**config.mk**
```make
export PLATFORM = sky130hd
export DESIGN_NAME = kirby_anim_sequencer_flat
export DESIGN_NICKNAME = d
export VERILOG_FILES = /design/src/rtl/kirby_anim_pkg.sv /design/src/rtl/kirby_anim_sequencer_if.sv /design/src/rtl/anim_hold_counter.sv /design/src/rtl/kirby_anim_sequencer.sv /design/src/flat_wrapper.sv
export SDC_FILE = /design/constraint.sdc
export NUM_CORES = 1
export LEC_CHECK = 0
export CAP_MARGIN = 10
export CORE_MARGIN = 3
export CORE_UTILIZATION = 54
export DETAILED_ROUTE_END_ITERATION = 10
export PLACE_DENSITY = 0.87
export SKIP_CTS_REPAIR_TIMING = 1
export SLEW_MARGIN = 15
export SYNTH_ARGS = -nofsm -noshare
export SYNTH_HDL_FRONTEND = slang
export SYNTH_SLANG_ARGS = --single-unit
```
**constraint.sdc**
```tcl
create_clock -name Clk -period 5.9 [get_ports Clk]
set_input_delay 0.885 -clock Clk [delete_from_list [all_inputs] [get_ports Clk]]
set_output_delay 0.885 -clock Clk [all_outputs]
set_load 0.05 [all_outputs]
```
**src/rtl/kirby_anim_pkg.sv**
```systemverilog
// Shared animation tables and types for the Kirby sprite sequencer and frame mapper.
// Latency: n/a (constants only). Backpressure: n/a.
package kirby_anim_pkg;

    localparam int NUM_ACT = 3;
    localparam int ACT_W   = 3;
    localparam int FRAME_W = 4;
    localparam int HOLD_W  = 4;

    typedef enum logic [ACT_W-1:0] {
        ACT_IDLE = 3'd0,
        ACT_WALK = 3'd1,
        ACT_JUMP = 3'd2
    } action_e;

    typedef enum logic [1:0] {
        ST_PLAY_LOOP,
        ST_PLAY_ONESHOT,
        ST_DONE
    } anim_state_e;

    localparam logic [FRAME_W-1:0] FRAME_COUNT [NUM_ACT] = '{4'd2, 4'd10, 4'd10};
    localparam logic [HOLD_W-1:0]  HOLD_TICKS  [NUM_ACT] = '{4'd8, 4'd4, 4'd3};
    localparam logic               LOOP_FLAG   [NUM_ACT] = '{1'b1, 1'b1, 1'b0};

    // Unknown rows fall back to the idle row so lookups never index off the table.
    function automatic logic [FRAME_W-1:0] frame_count(input logic [ACT_W-1:0] a);
        case (a)
            ACT_WALK: return FRAME_COUNT[1];
            ACT_JUMP: return FRAME_COUNT[2];
            default:  return FRAME_COUNT[0];
        endcase
    endfunction

    function automatic logic [HOLD_W-1:0] hold_ticks(input logic [ACT_W-1:0] a);
        case (a)
            ACT_WALK: return HOLD_TICKS[1];
            ACT_JUMP: return HOLD_TICKS[2];
            default:  return HOLD_TICKS[0];
        endcase
    endfunction

    function automatic logic is_loop(input logic [ACT_W-1:0] a);
        case (a)
            ACT_WALK: return LOOP_FLAG[1];
            ACT_JUMP: return LOOP_FLAG[2];
            default:  return LOOP_FLAG[0];
        endcase
    endfunction

endpackage

```
**src/rtl/kirby_anim_sequencer_if.sv**
```systemverilog
// Action request handshake plus the animation state handed to the frame mapper.
// Latency: n/a (wiring). Backpressure: action_req_ready from the sequencer.
interface kirby_anim_sequencer_if;
    import kirby_anim_pkg::*;

    logic [ACT_W-1:0]   action_req;
    logic               action_req_valid;
    logic               action_req_ready;
    logic [ACT_W-1:0]   character_action_idx;
    logic [FRAME_W-1:0] character_action_frame_idx;
    logic               frame_changed;
    logic               anim_done;

    modport master (
        output action_req, action_req_valid,
        input  action_req_ready, character_action_idx, character_action_frame_idx,
               frame_changed, anim_done
    );

    modport slave (
        input  action_req, action_req_valid,
        output action_req_ready, character_action_idx, character_action_frame_idx,
               frame_changed, anim_done
    );
endinterface

```
**src/rtl/anim_hold_counter.sv**
```systemverilog
// Per-frame hold counter; wraps to zero after reaching a runtime limit.
// Latency: tc is combinational from the registered count. Backpressure: none.
module anim_hold_counter #(
    parameter int W = 4
) (
    input  logic         Clk,
    input  logic         Reset_n,
    input  logic         clr,
    input  logic         en,
    input  logic [W-1:0] limit,
    output logic         tc
);
    logic [W-1:0] cnt;

    // >= keeps the counter from running away if the limit shrinks mid-count.
    assign tc = (cnt >= (limit - W'(1)));

    always_ff @(posedge Clk or negedge Reset_n) begin
        if (!Reset_n) begin
            cnt <= '0;
        end else if (clr) begin
            cnt <= '0;
        end else if (en) begin
            cnt <= tc ? '0 : cnt + W'(1);
        end
    end
endmodule

```
**src/rtl/kirby_anim_sequencer.sv**
```systemverilog
// Steps the sprite action/frame indices on video-frame ticks; loops or plays one-shots.
// Latency: registered outputs, accepted request visible 1 cycle after accept.
// Backpressure: ready is low while a one-shot plays and during its completion cycle.
module kirby_anim_sequencer
    import kirby_anim_pkg::*;
#(
    parameter int NUM_ACTIONS    = 3,
    parameter int HOLD_W         = 4,
    parameter int DEFAULT_ACTION = 0
) (
    input  logic                     Clk,
    input  logic                     Reset_n,
    input  logic                     frame_clk_rising,
    input  logic                     freeze,
    kirby_anim_sequencer_if.slave    bus
);
    anim_state_e        state, state_nxt;
    logic [ACT_W-1:0]   action, action_nxt;
    logic [FRAME_W-1:0] frame, frame_nxt;
    logic               frame_changed, frame_changed_nxt;
    logic               anim_done, anim_done_nxt;
    logic               hold_clr, hold_en, hold_tc;
    logic               accept, tick;
    logic [FRAME_W-1:0] last_frame;

    localparam logic [ACT_W-1:0] DEF_ACT = ACT_W'(DEFAULT_ACTION);

    assign bus.action_req_ready           = (state == ST_PLAY_LOOP);
    assign bus.character_action_idx       = action;
    assign bus.character_action_frame_idx = frame;
    assign bus.frame_changed              = frame_changed;
    assign bus.anim_done                  = anim_done;

    // Out-of-range requests still complete the handshake but never count as accepts.
    assign accept     = bus.action_req_valid & bus.action_req_ready &
                        (bus.action_req < ACT_W'(NUM_ACTIONS));
    assign tick       = frame_clk_rising & ~freeze & ~accept;
    assign last_frame = frame_count(action) - FRAME_W'(1);

    anim_hold_counter #(.W(HOLD_W)) u_hold (
        .Clk     (Clk),
        .Reset_n (Reset_n),
        .clr     (hold_clr),
        .en      (hold_en),
        .limit   (HOLD_W'(hold_ticks(action))),
        .tc      (hold_tc)
    );

    always_ff @(posedge Clk or negedge Reset_n) begin
        if (!Reset_n) begin
            state         <= ST_PLAY_LOOP;
            action        <= DEF_ACT;
            frame         <= '0;
            frame_changed <= 1'b0;
            anim_done     <= 1'b0;
        end else begin
            state         <= state_nxt;
            action        <= action_nxt;
            frame         <= frame_nxt;
            frame_changed <= frame_changed_nxt;
            anim_done     <= anim_done_nxt;
        end
    end

    always_comb begin
        state_nxt         = state;
        action_nxt        = action;
        frame_nxt         = frame;
        frame_changed_nxt = 1'b0;
        anim_done_nxt     = 1'b0;
        hold_clr          = 1'b0;
        hold_en           = 1'b0;
        case (state)
            ST_DONE: begin
                action_nxt        = DEF_ACT;
                frame_nxt         = '0;
                hold_clr          = 1'b1;
                frame_changed_nxt = 1'b1;
                anim_done_nxt     = 1'b1;
                state_nxt         = ST_PLAY_LOOP;
            end
            default: begin
                if (accept) begin
                    if (bus.action_req != action) begin
                        action_nxt        = bus.action_req;
                        frame_nxt         = '0;
                        hold_clr          = 1'b1;
                        frame_changed_nxt = 1'b1;
                        state_nxt         = is_loop(bus.action_req) ? ST_PLAY_LOOP
                                                                    : ST_PLAY_ONESHOT;
                    end
                end else if (tick) begin
                    hold_en = 1'b1;
                    if (hold_tc) begin
                        if (frame < last_frame) begin
                            frame_nxt         = frame + FRAME_W'(1);
                            frame_changed_nxt = 1'b1;
                        end else if (is_loop(action)) begin
                            frame_nxt         = '0;
                            frame_changed_nxt = 1'b1;
                        end else begin
                            state_nxt = ST_DONE;
                        end
                    end
                end
            end
        endcase
    end
endmodule

```
**src/flat_wrapper.sv**
```systemverilog
// flat-port wrapper written by rule: the top's interface ports become plain ports
module kirby_anim_sequencer_flat import kirby_anim_pkg::*;
#(
    parameter int NUM_ACTIONS    = 3,
    parameter int HOLD_W         = 4,
    parameter int DEFAULT_ACTION = 0
)
  (Clk, Reset_n, frame_clk_rising, freeze, bus_action_req, bus_action_req_valid, bus_action_req_ready, bus_character_action_idx, bus_character_action_frame_idx, bus_frame_changed, bus_anim_done);
  kirby_anim_sequencer_if bus_i ();
  input  logic Clk;
  input  logic Reset_n;
  input  logic frame_clk_rising;
  input  logic freeze;
  input wire logic [$bits(bus_i.action_req)-1:0] bus_action_req;
  input wire logic [$bits(bus_i.action_req_valid)-1:0] bus_action_req_valid;
  output wire logic [$bits(bus_i.action_req_ready)-1:0] bus_action_req_ready;
  output wire logic [$bits(bus_i.character_action_idx)-1:0] bus_character_action_idx;
  output wire logic [$bits(bus_i.character_action_frame_idx)-1:0] bus_character_action_frame_idx;
  output wire logic [$bits(bus_i.frame_changed)-1:0] bus_frame_changed;
  output wire logic [$bits(bus_i.anim_done)-1:0] bus_anim_done;
  assign bus_i.action_req = bus_action_req;
  assign bus_i.action_req_valid = bus_action_req_valid;
  assign bus_action_req_ready = bus_i.action_req_ready;
  assign bus_character_action_idx = bus_i.character_action_idx;
  assign bus_character_action_frame_idx = bus_i.character_action_frame_idx;
  assign bus_frame_changed = bus_i.frame_changed;
  assign bus_anim_done = bus_i.anim_done;
  kirby_anim_sequencer #(.NUM_ACTIONS(NUM_ACTIONS), .HOLD_W(HOLD_W), .DEFAULT_ACTION(DEFAULT_ACTION)) u_core (.Clk(Clk), .Reset_n(Reset_n), .frame_clk_rising(frame_clk_rising), .freeze(freeze), .bus(bus_i));
endmodule
```
==> summary.txt, run 1 <==
layout cell share with drive strength beyond 1 = 0.09917
first-pass GRT wire length = 3.615 mm
clk buf depth = 2
Period minus WS final = 2.847 ns
largest net degree at the start of global routing = 16
clock root cell = clkbuf_4
register share of total power = 0.370
final WL = 2.082 mm
leakage power = 0.0005315 µW
share of the synthesized area in the top cell type = 0.3922
number of global-route vias before repair = 769
PnR worst setup slack = 3.053 ns
CTS tree = done
core area = 0.001594 mm²
most common cell in the netlist = dfrtp_1
Area Overhead vs Synth = 22.61%
max cap viols = 0
Clock Latency Late Sink = 0.29 ns
unrepaired setup endpoints after global routing = no
Setup violations, final = 0
filler instances = 121
H-tree depth = 1
placed cells = 141
Wirelength per Cell = 14.36 µm
overall die height = 48.10 µm
kind of cell adding the most delay to the critical path = compound AO/OA/AOI/OAI gates
Antenna Cells = 0
Req. time, crit path = 6.08 ns
1st-iter DRT viols = 27
Tcrit/Tclk final = 0.4826
Worst Setup Start Kind = flop
DR pass1 iterations = 4
Final Skew = 0.004594 ns
Max FO, Critical Path = 7
clock sinks = 15
Gate power share = 0.489
worst path cell trace = or3b_2 > ha_1 > xnor2_1 > ha_1 > nand3_1 > o21ai_1 > o211ai_1 > nor2b_2 > a211o_1
Peak VDD IR = 0.0002190 V
critical path startpoint = u_core.bus.character_action_idx[1]
Final Non-Filler Cells = 145
Die ar. = 0.002314 mm²
Worst-path clk slew = 0.09 ns
Post-synth EDFFs = 0
Post-synth top cells = 15 x dfrtp_1, 11 x nor2_1, 9 x nand2_1
remaining global-route overflow = 0
Total GRT Usage = 0.2271
Reg2Reg Launch Point = u_core.bus.character_action_idx[1]
FMAX = 351.2 MHz
ranking of synthesized cells by area = dfrtp_1 39%, ha_1 10%, nor2_1 4.3%
Slew HR = 0.5509
switch share = 0.4433
Least-Margin Pin Slew = 0.6715 ns
HP Class = flop to flop
cts bufs inserted = 3
routability cong. = 0.8261
CP max stage delay = 0.50 ns
starting density of the core = 0.6005
Syn. warnings = 0
Post-Syn Area = 957.2 µm²
Final Hold Fails = 0
Primary FF master, synth = dfrtp_1
syn_nets = 117
cell row count = 14
library cells used by synthesis = 35
Gate Count Post-Synth = 101
Place WS = 3.094 ns
fin util = 0.7363
switching power = 186.2 µW
fin. max-slew vios = 0
initial antenna violation count = 0
via count = 836
Yosys reg bits = 15
DPL Wire Length = 1.526 mm
hold_sp = u_core.u_hold.cnt[3]
Int Pwr = 233.8 µW
Final ANT Viol Nets = 0
slowest cell on the critical path = or3b_2
Port Buf Inserts = 17
CP dominant cell by count = ha_1
status = completed
Die Span X = 48.10 µm
nets = 138
Fin Hold WS = 0.5808 ns
WP buf/inv = 0
asr flop ratio synth = 1.000
IO Count = 18
post-synth top area cell = dfrtp_1
crit path DAT = 3.02 ns
Setup TNS = 0 ns
Residual DRC = 0
Syn Area/Cell = 9.477 µm²
critical path class = flop to flop
Clk network pwr share = 0.141
Critical Path End Type = flop
pwr dens = 357.8 mW/mm²
register area share after synthesis = 0.3922
routed vias/inst = 5.766
worst reg2reg max path: cells and delay by family, from the launching register on:
family                     cells  cell delay [ns]
adders and majority gates      2             0.52
AOI/OAI and AO/OA              3             0.84
and+or+nand+nor                3             0.79
xor gates and xnor gates       1             0.13
DFF                            1             0.46
state kept, by name (all words and copies together), names as in the netlist:
register / count
u_core.u_hold.cnt: 4
u_core.state: 2
u_core.bus.character_action_idx: 3
u_core.bus.frame_changed: 1
u_core.bus.anim_done: 1
u_core.bus.character_action_frame_idx: 4
final timing paths:
check / to / depth (start not counted) / slack (ns)
worst min register to register: u_core.u_hold.cnt[3] / 3 / 0.58
worst max register to register: u_core.bus.character_action_frame_idx[2] / 9 / 3.05
worst min-delay path: u_core.u_hold.cnt[3] / 3 / 0.58
worst max-delay path: u_core.bus.character_action_frame_idx[2] / 9 / 3.05
max in group asynchronous: u_core.bus.character_action_frame_idx[1] / 1 / 4.47
min in group asynchronous: u_core.bus.anim_done / 1 / 1.00
logic make-up (layout without fill, tap and decap cells):
logic type / count (synthesis) / count (layout) / share of synthesized area
multiplexers: 2 / 2 / 0.02222
XOR/XNOR: 4 / 4 / 0.03661
AND/OR/NAND/NOR: 42 / 42 / 0.2418
AO/OA/AOI/OAI: 24 / 24 / 0.1713
adder cells (fa/ha/maj): 8 / 8 / 0.1046
flip-flops: 15 / 15 / 0.3922
buffers and inverters: 6 / 26 / 0.03137
layout by cell type (no fill, tap or decap), types with 2 or more instances in the layout:
cell             instances
nand2_1                  9
ha_1                     8
a22oi_1                  3
dfrtp_1                 15
o21ai_0                  4
inv_1                    5
nand3_1                  3
nor2b_1                  5
xor2_1                   3
nor3b_1                  2
clkbuf_4                 3
a21oi_1                  8
nor2_1                  11
nand2b_1                 2
clkdlybuf4s50_1         17
a211o_1                  2
power groups by stage:
stage	registers (µW)	logic, µW	clock network (µW)
2_1_floorplan	176	129	0
3_3_place_gp	155	196	0
3_5_place_dp	156	203	0
4_1_cts	155	205	61.2
5_1_grt	160	228	67.8
6_report	155	205	59.2
per-stage QoR:
stage	instance area [µm²]	total power [µW]
6_report	1174	420.0
5_1_grt	1174	455.9
4_1_cts	1174	420.6
3_5_place_dp	1146	359.2
3_3_place_gp	1146	350.6
2_1_floorplan	957.2	304.9
area by class of cell:
type	count	area [µm²]	area share
Multi-Input combinational cell	80	551.8	0.4701
Clock buffer	3	22.52	0.01919
Inverter	5	18.77	0.01599
Timing Repair Buffer	17	170.2	0.1450
Tap cell	24	30.03	0.02559
Clock inverter	1	5.005	0.004264
Sequential cell	15	375.4	0.3198
routing by layer:
metal | GRT usage | up-vias | share of wire
met5 | 0 | - | 0
li1 | - | 395 | -
met1 | 0.3056 | 381 | 0.42
met2 | 0.3720 | 45 | 0.49
met4 | 0.08065 | 0 | 0.030
met3 | 0.03321 | 15 | 0.058
(Power assumes the default switching activity.)
==> inputs of run 2 (changes only) <==
- CORE_UTILIZATION: 54 -> 50
- PLACE_DENSITY: 0.87 -> 0.82
- clock period: 5.9 -> 2.9 ns (I/O delays scaled with it)
==> run 2 against run 1 <==
Routed wire length decreased by 1.0%. First-iteration DRC count increased by 22%. Critical endpoint is now u_core.state[0]. Cell area grew 0.75%. Non-clock buffer count up 1. Highest routed layer unchanged. Core utilization decreased by 6.6 points. Critical path depth unchanged. Register-to-register slack got worse by 2.9 ns. Die area rose by 7.0%. Fmax increased by 4.2%. Clock power up 100%. Via count up 1.6%.
==> summary.txt, run 2 (synthesis results as in run 1) <==
status = completed
fin util = 0.6702
Worst Setup Start Kind = flop
clock sinks = 15
Setup violations, final = 0
Die ar. = 0.002476 mm²
Die Span X = 49.76 µm
switch share = 0.4338
Fin Hold WS = 0.5512 ns
critical path class = flop to flop
Final Skew = 0.004155 ns
register share of total power = 0.362
fin. max-slew vios = 0
Port Buf Inserts = 17
overall die height = 49.76 µm
Peak VDD IR = 0.0004106 V
multi-input logic area = 551.8 µm²
leakage power = 0.0005338 µW
core area = 0.001764 mm²
commonest non-fill, non-tap cell in the layout = clkdlybuf4s50_1
Max FO, Critical Path = 7
switching power = 375.4 µW
initial antenna violation count = 0
final WL = 2.061 mm
max cap viols = 0
HP Class = input pin to asynchronous set/reset pin
clock root cell = clkbuf_4
unrepaired setup endpoints after global routing = no
number of global-route vias before repair = 859
FMAX = 366.0 MHz
Least-Margin Pin Slew = 0.6769 ns
Clock Latency Late Sink = 0.29 ns
IO Count = 18
layout cell share with drive strength beyond 1 = 0.1066
Area Overhead vs Synth = 23.53%
H-tree depth = 1
clk buf depth = 2
Period minus WS final = 2.733 ns
filler instances = 166
Tcrit/Tclk final = 0.9423
Residual DRC = 0
Final Hold Fails = 0
starting density of the core = 0.5426
Final ANT Viol Nets = 0
routability cong. = 0.8499
1st-iter DRT viols = 33
remaining global-route overflow = 0
DPL Wire Length = 1.596 mm
Total GRT Usage = 0.1949
register area = 376.6 µm²
Setup TNS = 0 ns
cts bufs inserted = 3
Gate power share = 0.498
cell row count = 15
CTS tree = done
pwr dens = 731.9 mW/mm²
Clk network pwr share = 0.140
Antenna Cells = 0
Slew HR = 0.5473
Worst-path clk slew = 0.09 ns
Req. time, crit path = 3.08 ns
via count = 849
nets = 139
R2R setup slack = 0.17 ns
DR pass1 iterations = 4
Critical Path End Type = flop
commonest cells after routing, fill and taps aside = 17 x clkdlybuf4s50_1, 14 x dfrtp_1, 11 x nor2_1
first-pass GRT wire length = 3.712 mm
largest net degree at the start of global routing = 16
Int Pwr = 490.0 µW
Wirelength per Cell = 14.02 µm
routed vias/inst = 5.776
crit path DAT = 2.91 ns
run 2: final timing paths:
kind	from	to	cells after the start
min in group Clk	u_core.u_hold.cnt[3]	u_core.u_hold.cnt[3]	2
max	u_core.bus.character_action_idx[1]	u_core.state[0]	9
max reg2reg	u_core.bus.character_action_idx[1]	u_core.state[0]	9
min	Reset_n	u_core.bus.character_action_idx[1]	1
min reg2reg	u_core.u_hold.cnt[3]	u_core.u_hold.cnt[3]	2
max in group asynchronous	Reset_n	u_core.bus.character_action_idx[0]	1
run 2: cell type report:
| class | instances | area share |
|---|---|---|
| well taps | 25 | 0.02646 |
| multi-input cells | 80 | 0.4667 |
| inverters | 5 | 0.01587 |
| flip-flops and latches | 15 | 0.3185 |
| clock buffers | 4 | 0.02222 |
| repair buffers | 18 | 0.1503 |
run 2: per-stage QoR:
stage | power [µW] | cells | setup slack [ns] | instance area [µm²]
after floorplan | 620.8 | 101 | 0.04140 | 958.4
after global placement | 727.4 | 143 | 0.2890 | 1156
after detailed placement | 747.6 | 143 | 0.2025 | 1156
after CTS | 870.4 | 147 | 0.1738 | 1182
after global routing | 936.6 | 147 | 0.06066 | 1182
final | 865.4 | 147 | 0.1674 | 1182
run 2: power groups by stage:
stage / sequential, µW / clock (µW) / combinational [µW]
CTS: 312 / 125 / 434
floorplan: 359 / 0 / 262
global placement: 314 / 0 / 413
global route: 322 / 137 / 478
detailed placement: 316 / 0 / 431
finish: 313 / 121 / 431
run 2: metal layers:
| layer | wire, µm | GRT usage | vias up |
|---|---|---|---|
| li1 | - | - | 402 |
| met1 | 906 | 0.2376 | 408 |
| met2 | 969 | 0.3194 | 30 |
| met3 | 124 | 0.03927 | 9 |
| met4 | 60 | 0.1060 | 0 |
| met5 | 0 | 0 | - |
run 2: worst max-delay path, cell delays in order, from the launching register on:
cell	delay (ns)
dfrtp_1	0.45
or3b_2	0.48
ha_1	0.22
xnor2_1	0.13
ha_1	0.30
nand3_1	0.08
o21ai_1	0.25
or4b_1	0.50
a22oi_1	0.16
nor2_1	0.05
